$ cat config.mk
export PLATFORM = sky130hd
export DESIGN_NAME = hood_mode_ctrl
export DESIGN_NICKNAME = d
export VERILOG_FILES = /design/src/rtl/hood_pkg.sv /design/src/rtl/hood_countdown.sv /design/src/rtl/hood_mode_ctrl.sv
export SDC_FILE = /design/constraint.sdc
export NUM_CORES = 1
export LEC_CHECK = 0
export BUFFER_PORTS_ARGS = -buffer_cell sky130_fd_sc_hd__buf_2
export CAP_MARGIN = 20
export CORE_AREA = 2 2 50 52
export CTS_CLUSTER_DIAMETER = 50
export DETAILED_ROUTE_END_ITERATION = 10
export DIE_AREA = 0 0 52 54
export PLACE_DENSITY = 0.74
export SETUP_SLACK_MARGIN = 0.1
export SYNTH_ARGS = -nofsm -noshare
export SYNTH_HDL_FRONTEND = slang
export SYNTH_SLANG_ARGS = --single-unit
$ cat constraint.sdc
create_clock -name clk_1hz -period 2.5 [get_ports clk_1hz]
set_input_delay 0.5 -clock clk_1hz [delete_from_list [all_inputs] [get_ports clk_1hz]]
set_output_delay 0.5 -clock clk_1hz [all_outputs]
set_load 0.05 [all_outputs]
$ cat src/rtl/hood_pkg.sv
// Shared types and encodings for the range-hood mode sequencer.
// State enum (values equal the mode_state codes), command codes, mode codes.
package hood_pkg;

    localparam logic [2:0] CMD_NONE  = 3'd0;
    localparam logic [2:0] CMD_L1    = 3'd1;
    localparam logic [2:0] CMD_L2    = 3'd2;
    localparam logic [2:0] CMD_HURR  = 3'd3;
    localparam logic [2:0] CMD_STOP  = 3'd4;
    localparam logic [2:0] CMD_CLEAN = 3'd5;
    localparam logic [2:0] CMD_POWER = 3'd6;
    localparam logic [2:0] CMD_RSVD  = 3'd7;

    localparam logic [2:0] MODE_STANDBY = 3'b000;
    localparam logic [2:0] MODE_L1      = 3'b001;
    localparam logic [2:0] MODE_L2      = 3'b010;
    localparam logic [2:0] MODE_HURR    = 3'b011;
    localparam logic [2:0] MODE_CLEAN   = 3'b100;
    localparam logic [2:0] MODE_EXIT    = 3'b101;
    localparam logic [2:0] MODE_OFF     = 3'b110;

    // State codes double as the mode_state output encoding.
    typedef enum logic [2:0] {
        S_STANDBY = MODE_STANDBY,
        S_L1      = MODE_L1,
        S_L2      = MODE_L2,
        S_HURR    = MODE_HURR,
        S_CLEAN   = MODE_CLEAN,
        S_EXIT    = MODE_EXIT,
        S_OFF     = MODE_OFF
    } state_t;

    function automatic logic is_timed(state_t s);
        return (s == S_HURR) || (s == S_EXIT) ||
               (s == S_CLEAN);
    endfunction

endpackage

$ cat src/rtl/hood_countdown.sv
// 8-bit loadable down-counter shared by all timed hood states.
// Ports: clk_1hz, rst (async low), load_i, load_val_i, en_i -> count_o, expire_o.
module hood_countdown (
    input  logic       clk_1hz,
    input  logic       rst,
    input  logic       load_i,
    input  logic [7:0] load_val_i,
    input  logic       en_i,
    output logic [7:0] count_o,
    output logic       expire_o
);

    logic [7:0] count_q;
    logic [7:0] count_d;

    always_comb begin
        count_d = count_q;
        if (load_i) begin
            count_d = load_val_i;
        end else if (en_i && (count_q != 8'd0)) begin
            // Decrementing from 1 lands on 0 on the exit tick.
            count_d = count_q - 8'd1;
        end
    end

    always_ff @(posedge clk_1hz or negedge rst) begin
        if (!rst) begin
            count_q <= 8'd0;
        end else begin
            count_q <= count_d;
        end
    end

    assign count_o  = count_q;
    assign expire_o = en_i && (count_q == 8'd1);

endmodule

$ cat src/rtl/hood_mode_ctrl.sv
// Range-hood mode sequencer: command decode, one-shot hurricane, timed states.
// Ports: clk_1hz, rst, cmd_code -> mode_state, countdown_sec, hurricane_used,
// clean_remind. Macro HOOD_CLEAN_REMIND_EN builds the run-time reminder.
module hood_mode_ctrl
    import hood_pkg::*;
#(
    parameter int HURRICANE_SEC  = 60,
    parameter int EXIT_DELAY_SEC = 60,
    parameter int CLEAN_SEC      = 180
`ifdef HOOD_CLEAN_REMIND_EN
    ,
    parameter int REMIND_SEC     = 36000
`endif
) (
    input  logic       clk_1hz,
    input  logic       rst,
    input  logic [2:0] cmd_code,
    output logic [2:0] mode_state,
    output logic [7:0] countdown_sec,
    output logic       hurricane_used,
    output logic       clean_remind
);

    localparam logic [7:0] HURR_LD  = 8'(HURRICANE_SEC);
    localparam logic [7:0] EXIT_LD  = 8'(EXIT_DELAY_SEC);
    localparam logic [7:0] CLEAN_LD = 8'(CLEAN_SEC);

    state_t     state_q;
    state_t     state_d;
    logic [2:0] cmd_q;
    logic       used_q;
    logic       used_d;
    logic       new_cmd;
    logic       ld;
    logic [7:0] ld_val;
    logic       cd_en;
    logic [7:0] cd_cnt;
    logic       expire;

    // Only a 0 -> valid-code edge counts; 7 is reserved.
    assign new_cmd = (cmd_q == CMD_NONE) &&
                     (cmd_code != CMD_NONE) &&
                     (cmd_code != CMD_RSVD);

    assign cd_en = is_timed(state_q);

    always_comb begin
        state_d = state_q;
        used_d  = used_q;
        ld      = 1'b0;
        ld_val  = 8'd0;
        unique case (state_q)
            S_OFF: begin
                if (new_cmd && (cmd_code == CMD_POWER))
                    state_d = S_STANDBY;
            end
            S_STANDBY: begin
                if (new_cmd) begin
                    case (cmd_code)
                        CMD_L1:    state_d = S_L1;
                        CMD_L2:    state_d = S_L2;
                        CMD_HURR:
                            if (!used_q) state_d = S_HURR;
                        CMD_CLEAN: state_d = S_CLEAN;
                        CMD_POWER: state_d = S_OFF;
                        default:   state_d = state_q;
                    endcase
                end
            end
            S_L1, S_L2: begin
                if (new_cmd) begin
                    case (cmd_code)
                        CMD_L1:    state_d = S_L1;
                        CMD_L2:    state_d = S_L2;
                        CMD_HURR:
                            if (!used_q) state_d = S_HURR;
                        CMD_STOP:  state_d = S_STANDBY;
                        CMD_POWER: state_d = S_OFF;
                        default:   state_d = state_q;
                    endcase
                end
            end
            S_HURR: begin
                // Expiry beats a same-tick STOP.
                if (expire)
                    state_d = S_L2;
                else if (new_cmd && (cmd_code == CMD_STOP))
                    state_d = S_EXIT;
            end
            S_EXIT: begin
                if (expire) state_d = S_STANDBY;
            end
            S_CLEAN: begin
                if (expire) state_d = S_STANDBY;
            end
            default: state_d = S_OFF;
        endcase

        // Entry actions keyed on the state change.
        if (state_d != state_q) begin
            case (state_d)
                S_HURR: begin
                    ld     = 1'b1;
                    ld_val = HURR_LD;
                    used_d = 1'b1;
                end
                S_EXIT: begin
                    ld     = 1'b1;
                    ld_val = EXIT_LD;
                end
                S_CLEAN: begin
                    ld     = 1'b1;
                    ld_val = CLEAN_LD;
                end
                S_OFF:   used_d = 1'b0;
                default: ;
            endcase
        end
    end

    always_ff @(posedge clk_1hz or negedge rst) begin
        if (!rst) begin
            state_q <= S_OFF;
            used_q  <= 1'b0;
            cmd_q   <= CMD_NONE;
        end else begin
            state_q <= state_d;
            used_q  <= used_d;
            cmd_q   <= cmd_code;
        end
    end

    hood_countdown u_cd (
        .clk_1hz    (clk_1hz),
        .rst        (rst),
        .load_i     (ld),
        .load_val_i (ld_val),
        .en_i       (cd_en),
        .count_o    (cd_cnt),
        .expire_o   (expire)
    );

`ifdef HOOD_CLEAN_REMIND_EN
    localparam logic [15:0] REMIND_LIM = 16'(REMIND_SEC);

    logic [15:0] run_q;
    logic [15:0] run_d;
    logic        running;

    assign running = (state_q == S_L1) ||
                     (state_q == S_L2) ||
                     (state_q == S_HURR) ||
                     (state_q == S_EXIT);

    always_comb begin
        run_d = run_q;
        // Only a completed clean resets the run time.
        if ((state_q == S_CLEAN) && expire)
            run_d = 16'd0;
        else if (running && (run_q < REMIND_LIM))
            run_d = run_q + 16'd1;
    end

    always_ff @(posedge clk_1hz or negedge rst) begin
        if (!rst) begin
            run_q <= 16'd0;
        end else begin
            run_q <= run_d;
        end
    end

    assign clean_remind = (run_q >= REMIND_LIM);
`else
    assign clean_remind = 1'b0;
`endif

    assign mode_state     = state_q;
    assign countdown_sec  = cd_cnt;
    assign hurricane_used = used_q;

endmodule

# ---- Word level (Yosys, flattened, before mapping)
# Index checks and enable logic that the tools add are counted.
dict set report op_classes {
  muxes 17
  eq_ne 19
  reduce_logical 19
  add_sub_neg 1
}
# op n
set ops {}
lappend ops {{$pmux 3 s5} 3}
lappend ops {{$eq 3x3->1 const B} 9}
lappend ops {{$mux 8} 3}
lappend ops {{$mux 3} 7}
lappend ops {{$pmux 8 s2} 1}
lappend ops {{$eq 3x2->1 const B} 5}
lappend ops {{$eq 8x1->1 const B} 1}
lappend ops {{$reduce_bool 8->1} 1}
lappend ops {{$sub 8x1->8 const B} 1}
lappend ops {{$eq 3x1->1 const B} 2}
lappend ops {{$logic_and 1x1->1} 6}
lappend ops {{$logic_not 3->1} 2}
lappend ops {{$reduce_or 2->1} 3}
lappend ops {{$reduce_bool 2->1} 2}
lappend ops {{$ne 3x3->1} 1}
lappend ops {{$ne 3x3->1 const B} 1}
lappend ops {{$reduce_bool 3->1} 1}
lappend ops {{$reduce_or 3->1} 1}
lappend ops {{$logic_or 1x1->1} 2}
lappend ops {{$mux 1} 2}
lappend ops {{$pmux 1 s2} 1}
lappend ops {{$reduce_and 2->1} 1}
dict set report word_totals {
  out_inout_bits 13
  regBits 15
}

# ---- Depth between registers and ports, before layout
# Gate-level depths: netlist (run 1).
dict set report depth {
  ltp_word 12
  depth_mapped 9
}

# ---- By module
# From an unflattened synthesis (run 1), not the netlist that was laid out.
dict set report hier_totals {
  hier_cells 132
  area_unflattened_um2 1156.1
}
# module area_each_um2 instances cells_per_inst seq_area_each_um2
set by_module_without_submodules {}
lappend by_module_without_submodules {hood_countdown 590.6 1 66 200.2}
lappend by_module_without_submodules {hood_mode_ctrl 565.5 1 66 177.7}

# ---- Least setup slack after synthesis (run 1)
# Ideal clock, no wire load.
dict set report synth_timing {
  path_type {register to register}
  startpoint {register u_cd.count_q[1], in the netlist u_cd.count_o[1]}
  endpoint {register u_cd.count_q[3], in the netlist u_cd.count_o[3]}
  t_required_ns 2.413
  n_path_buf 0
  synth_period_minus_slack_ns 2.715
  slack_ns -0.215
  arrival_ns 2.628
  path_stages_with_launch 10
  setup_time_ns 0.087
  path_cell_list {dfrtp_1 > inv_1 > ha_1 > nor4b_4 > and2_1 > nor4_2 > a21oi_1 > and4b_4 > or3_4 > a211oi_2}
}
dict set report synth_between {
  elab_chain_cells 9
  word_cells_on_any_way 21
  cone_classes {add/sub (1); eq/ne (5); mux (9); reduce/logical (6)}
}
# item line_no
set synth_rtl {}
lappend synth_rtl {{from (decl)} hood_countdown.sv:13} ;# logic [7:0] count_q;
lappend synth_rtl {{from (signal assigned)} hood_countdown.sv:30} ;# count_q <= count_d;
lappend synth_rtl {{$eq 8x1->1} hood_countdown.sv:35} ;# assign expire_o = en_i && (count_q == 8'd1);
lappend synth_rtl {{$logic_and 1x1->1} hood_countdown.sv:35}
lappend synth_rtl {{$mux 3 (on tied branches)} {hood_mode_ctrl.sv:91, hood_mode_ctrl.sv:94, hood_mode_ctrl.sv:85}}
lappend synth_rtl {{$pmux 3 s5} hood_mode_ctrl.sv:52} ;# unique case (state_q)
lappend synth_rtl {{$eq 3x3->1 / $eq 3x2->1 (equally long branches)} hood_mode_ctrl.sv:101} ;# case (state_d)
lappend synth_rtl {{$reduce_or 2->1 (no line) / $reduce_or 3->1 (equally long branches)} --}
lappend synth_rtl {{$pmux 8 s2 / $mux 1 (equally long branches)} hood_mode_ctrl.sv:101}
lappend synth_rtl {{$mux 8 / $mux 1 (equally long branches)} hood_mode_ctrl.sv:100} ;# if (state_d != state_q) begin
lappend synth_rtl {{$mux 8 / $reduce_bool 2->1 (equally long branches)} --}
# Parallel ways exist; a longest one is shown, timed or not. The select of a mux whose other input is x is not followed.
# A chain may end at the register's enable or synchronous reset.

# ---- Worst setup path after layout (run 1)
# Same ends and word-level chain as after synthesis.

==> metrics, run 1 <==
ratio of cells with drive above 1 in the final layout=50.3%; H-Tree Level Count=1; final hold slack=around 0.083 ns; critical path class=register to register; row count=18; largest net degree at the start of global routing=18; final hold vios=0; P&R area growth vs syn=34.6%; Placed Area=about 1300 sq um; Vias=1166; DRC Markers=0; ys flop type=dfrtp_1; synthesized area=1170 sq um; wire per inst=17.0 microns; Mapped Cells=~130; Placement Setup Slack=-0.00849 ns; Post-synth EDFFs=0; worst path bufs/invs=4; Crit Path Max Fanout=3; Via-to-Cell Ratio=6.17; syn nets=about 130; power per cell area=roughly 1200 nW/um^2; register area share after synthesis=about a third; Worst EP arrival=around 2.7 ns; Util after Layout=between 60% and 70%; DR pass1 iterations=4; DP HPWL=1.96 mm; most frequent cell after synthesis=dfrtp_1; Crit-path slowest cell=dfrtp_2; Initial Utilization=approximately half; Worst path max stage delay=0.43 ns; max cap viols=0; die width=52 microns; synth cell count leaders=dfrtp_1 (13), inv_1 (9), nand2_1 (9), nor3_1 (7), a21oi_1 (6); static leakage=0.614 nW; final worst slack=around 0.0072 ns; # diodes=0; area of the die=2810 sq um; grt ovf=0; Final Setup Violations=0; clock-pin slew on the worst setup and hold paths=0.09 ns; Clock Tree Buf Depth=2; Final Max Slew Viols=0; Design Area, Final=1570 sq um; initial antenna violation count=0; CTS tree=yes; f_max=401 MHz; worst hold-check path type=input pin to async pin; Max-slew headroom=roughly three fifths; Post-synth ARST share=100%; WP data required=approximately 2.7 ns; GR Util All Layers=a little over a fifth; # fillers=around 170; Yosys cell types=53; die height=54 microns; Final Critical Period=2.49 ns; peak supply drop=between 0.7 and 0.8 mV; first-pass GRT wire length=4.40 mm; final worst-path cycle share=roughly 100%; worst skew pair latency=0.30 ns; core area=2320 sq um; Setup crit end kind=register; Synth top area share=27.8%; FF+latch count, synth=15; Clock Sinks=15; final antenna-violating net count=0; Ports=18; main area contributors after synthesis=dfrtp_1 (28%), dfstp_2 (4.5%), ha_1 (3.2%), nor3_1 (3.0%), inv_1 (2.9%); crit path launch type=register; vias in the first global route=1012; Net count, final=168; WL final=around 3.2 mm; setup repair after global routing missed its margin=true; gpl congestion=0.876; CTS root buf=clkbuf_4; Worst-Margin Slew=approximately 0.62 ns; number of port buffers=16; CTS Buf Count=3; delay-heaviest family, CP=compound AO/OA/AOI/OAI gates; clk_skew=slightly below 0.004 ns; synthesized area per cell=~9.3 sq um; DRT iter0 DRCs=46; outcome=finished, final reports clean; Crit path top cell by count=buf_4; Cell Chain, Critical Path=inv_2 > ha_4 > nor4b_4 > buf_4 > buf_4 > nand3_1 > a21oi_2 > a21oi_1 > and3_4 > buf_4 > o31a_1 > a211oi_2; cell accounting for the most synthesized area=dfrtp_1; synthesis warning total=0
per-layer routing:
| metal | routed length, microns | global-route usage [%] | up-vias |
|---|---|---|---|
| li1 | - | - | 540 |
| met1 | 1330 | 28.0 | 579 |
| met2 | 1680 | 34.0 | 44 |
| met3 | 169 | 3.89 | 3 |
| met4 | 31 | 11.8 | 0 |
| met5 | 0 | 0 | - |
registers in the layout (all words and copies together) (netlist names):
name / cells
cmd_q: 3
mode_state: 3
u_cd.count_o: 8
hurricane_used: 1
layout by cell type (no fill, tap or decap), types with 3 or more instances in the layout:
| master | count |
|---|---|
| a21oi_1 | 4 |
| a21oi_2 | 3 |
| buf_2 | 16 |
| buf_4 | 19 |
| clkbuf_4 | 3 |
| dfrtp_1 | 8 |
| dfrtp_2 | 5 |
| inv_1 | 8 |
| nand2_1 | 9 |
| nor2_1 | 5 |
| nor2b_1 | 3 |
| nor3_1 | 5 |
| nor3_2 | 3 |
| nor4_4 | 4 |
| o21ai_0 | 3 |
| xnor2_1 | 3 |
| xor2_1 | 3 |
stage by stage:
stage	instances	power, mW	TNS, ns
after floorplan	125	1.20	0
after global placement	175	1.44	0
after detailed placement	175	1.46	-0.00849
after CTS	180	1.62	0
after global routing	189	1.96	-0.112
final	189	1.85	0
where the power goes:
group / switching, mW / leakage [nW] / internal, mW
registers: 0.159 / 0.167 / 0.335
logic: 0.714 / 0.433 / 0.496
clock network: 0.0890 / 0.0150 / 0.0624
final timing paths:
kind | depth (start not counted) | slack, ns | to | start
hold / removal | 1 | 0.08 | hurricane_used | rst
min in group clk_1hz | 1 | 0.37 | cmd_q[2] | cmd_code[2]
hold reg to reg | 2 | 0.62 | u_cd.count_o[5] | u_cd.count_o[5]
max in group asynchronous | 1 | 2.12 | mode_state[1] | rst
setup / recovery | 12 | 0.007 | u_cd.count_o[3] | u_cd.count_o[1]
setup reg to reg | 12 | 0.007 | u_cd.count_o[3] | u_cd.count_o[1]
layout make-up:
class	count	area, sq um	area share [%]
Tap cell	30	37.5	2.39
Timing Repair Buffer	35	223	14.2
Multi-Input combinational cell	96	865	55.0
Inverter	9	33.8	2.15
Sequential cell	15	388	24.7
Clock buffer	4	26.3	1.67
kinds of logic (layout without fill, tap and decap cells):
| group | after synthesis | in the layout | share of synthesized area (%) |
|---|---|---|---|
| buffers and inverters | 14 | 48 | 5.46 |
| XOR/XNOR | 6 | 6 | 4.50 |
| adder cells (fa/ha/maj) | 3 | 3 | 3.21 |
| AO/OA/AOI/OAI | 30 | 30 | 19.9 |
| flip-flops | 15 | 15 | 32.3 |
| other | 1 | 1 | 0.321 |
| AND/OR/NAND/NOR | 56 | 56 | 34.3 |
what timing repair did:
action | 4_1_cts | 5_1_grt
pin swaps | 2 | 11
resized for setup | 1 | 20
hold buffers | 0 | 0
setup buffers | 1 | 9
endpoints found under the setup margin | 2 | 7
(Power assumes the default switching activity.)
==> inputs of run 2 (changes only) <==
BUFFER_PORTS_ARGS = not set   (was -buffer_cell sky130_fd_sc_hd__buf_2)
DONT_BUFFER_PORTS = 1   (was not set)
HOLD_SLACK_MARGIN = 0.1   (was not set)
PLACE_DENSITY = 0.67   (was 0.74)
==> metrics, run 2 (synthesis results as in run 1) <==
outcome=finished, final reports clean; static leakage=0.542 nW (-12%); GR Util All Layers=22.1% (+0.58 points); P&R area growth vs syn=23.3%; # diodes=0 (unchanged); post-route setup TNS=0 ns (unchanged); Sw Share=51.1% (-0.71 points); number of port buffers=0 (-16); ratio of cells with drive above 1 in the final layout=40.0% (-10 points); setup repair after global routing missed its margin=true; combinational group share of total power=64.9% (-0.3 points); first-pass GRT wire length=4.55 mm (+3.3%); critical path class=register to register; Vias=1071 (-8.1%); final hold vios=0 (unchanged); most frequent cells in the layout=buf_4 (20), nand2_1 (9), inv_1 (8), dfrtp_1 (8), a21oi_1 (6); Design Area, Final=1440 sq um (-8.4%); Final Critical Period=2.35 ns (-0.145 ns); Ports=18 (unchanged); Worst-Margin Slew=0.688 ns (+0.0646 ns); DRC Markers=0 (unchanged); crit path launch type=register; switching pwr=0.876 mW (-8.9%); final worst-path cycle share=93.9% (-5.8 points); Final Max Slew Viols=0 (unchanged); CTS tree=yes; WP data required=2.70 ns (-0.02 ns); die width=52 microns (unchanged); die height=54 microns (unchanged); Util after Layout=62.1% (-5.7 points); clock-pin slew on the worst setup and hold paths=0.09 ns (about the same); commonest non-fill, non-tap cell in the layout=buf_4; power per cell area=1190 nW/um^2 (+0.73%); Net count, final=154 (-8.3%); CTS Buf Count=3 (unchanged); DRT iter0 DRCs=28 (-39%); Initial Utilization=50.4% (unchanged); wire per inst=16.0 microns (-5.5%); max reg flops=8 (unchanged); largest net degree at the start of global routing=18 (unchanged); gpl congestion=0.941 (+7.4%); vias in the first global route=1034 (+2.2%); Via-to-Cell Ratio=6.12 (-0.80%); DP HPWL=2.02 mm (+3.3%); CTS root buf=clkbuf_4; Crit Path Max Fanout=4 (+1); Max-slew headroom=54.0% (-4.1 points); Worst EP arrival=2.55 ns (-0.17 ns); max cap viols=0 (unchanged); Final Setup Violations=0 (unchanged); area of the die=2810 sq um (unchanged); Clock Tree Buf Depth=2 (unchanged); Clock Sinks=15 (unchanged); peak supply drop=0.792 mV (+4.4%); initial antenna violation count=0 (unchanged); Int Power=0.837 mW (-6.3%); core area=2320 sq um (unchanged); worst skew pair latency=0.29 ns (about the same); f_max=426 MHz (+6.2%); worst hold-check path type=input pin to register; WL final=2.81 mm (-12%); H-Tree Level Count=1 (unchanged); row count=18 (unchanged); final antenna-violating net count=0 (unchanged); Flop pwr share=26.7% (about the same); total power draw=1.71 mW (-7.7%); Clk pwr share=8.4% (+0.2 points); DR pass1 iterations=4 (unchanged); clk_skew=0.00912 ns (+0.00524 ns); grt ovf=0 (unchanged); Placed Area=1310 sq um (-2.6%); Setup crit end kind=register
## run 2: changes by cell type in the layout (fill, tap and decap cells not counted), sizes merged
cell,delta
dlygate4sd3,+1
buf,-15
## run 2: path summary, 6_finish.rpt
kind                                       from         endpoint  slack, ns  cells after the start
worst max-delay path            u_cd.count_o[0]  u_cd.count_o[3]       0.15                      8
worst min-delay path                cmd_code[0]         cmd_q[0]       0.22                      0
worst max register to register  u_cd.count_o[0]  u_cd.count_o[3]       0.15                      8
worst min register to register   hurricane_used   hurricane_used       0.64                      2
max in group asynchronous                   rst  u_cd.count_o[3]       1.33                      1
min in group asynchronous                   rst  u_cd.count_o[6]       0.68                      1
## run 2: worst max-delay path, cell delays in order, from the launching register on
cell and delay (ns):
dfrtp_2 0.41, ha_1 0.20, nor4b_4 0.14, and2_1 0.20, nor4_4 0.42, a21oi_1 0.12
and4b_4 0.23, o32a_2 0.37, a211oi_2 0.19
## run 2: cell type report
class | count | area [sq um]
Tap cell | 30 | 37.5
Sequential cell | 15 | 388
Clock buffer | 4 | 26.3
Multi-Input combinational cell | 96 | 796
Inverter | 9 | 33.8
Fill cell | 187 | 878
Timing Repair Buffer | 21 | 160
## run 2: repair_timing
item	CTS	global route
pin swaps	1	5
hold buffers	1	0
setup endpoints to repair	1	5
setup buffers	1	4
endpoints found under the hold margin	15	0
resized for setup	0	9
## run 2: metrics by stage
| step | hold slack (ns) | setup slack [ns] | std cells |
|---|---|---|---|
| after floorplan | 0.204 | 0.0606 | 125 |
| after detailed placement | 0.205 | 0.118 | 165 |
| final | 0.223 | 0.152 | 175 |
| after CTS | 0.219 | 0.108 | 171 |
| after global placement | 0.205 | 0.160 | 165 |
| after global routing | 0.207 | 0.0504 | 175 |
## run 2: metal layers
layer  track usage [%]  share of wire, %  routed length, microns  up-vias
met2              35.0                51                    1420       29
met5                 0                 0                       0        -
li1                  -                 -                       -      507
met3              3.33               4.7                     133       10
met4              7.89               2.2                      62        0
met1              30.7                42                    1190      525
## run 2: power by group through the flow
| stage | Sequential, mW | Clock [mW] | Combinational, mW |
|---|---|---|---|
| after CTS | 0.449 | 0.151 | 0.982 |
| after global placement | 0.450 | 0 | 0.962 |
| after floorplan | 0.645 | 0 | 0.554 |
| after global routing | 0.471 | 0.165 | 1.21 |
| after detailed placement | 0.453 | 0 | 0.968 |
| final | 0.457 | 0.144 | 1.11 |
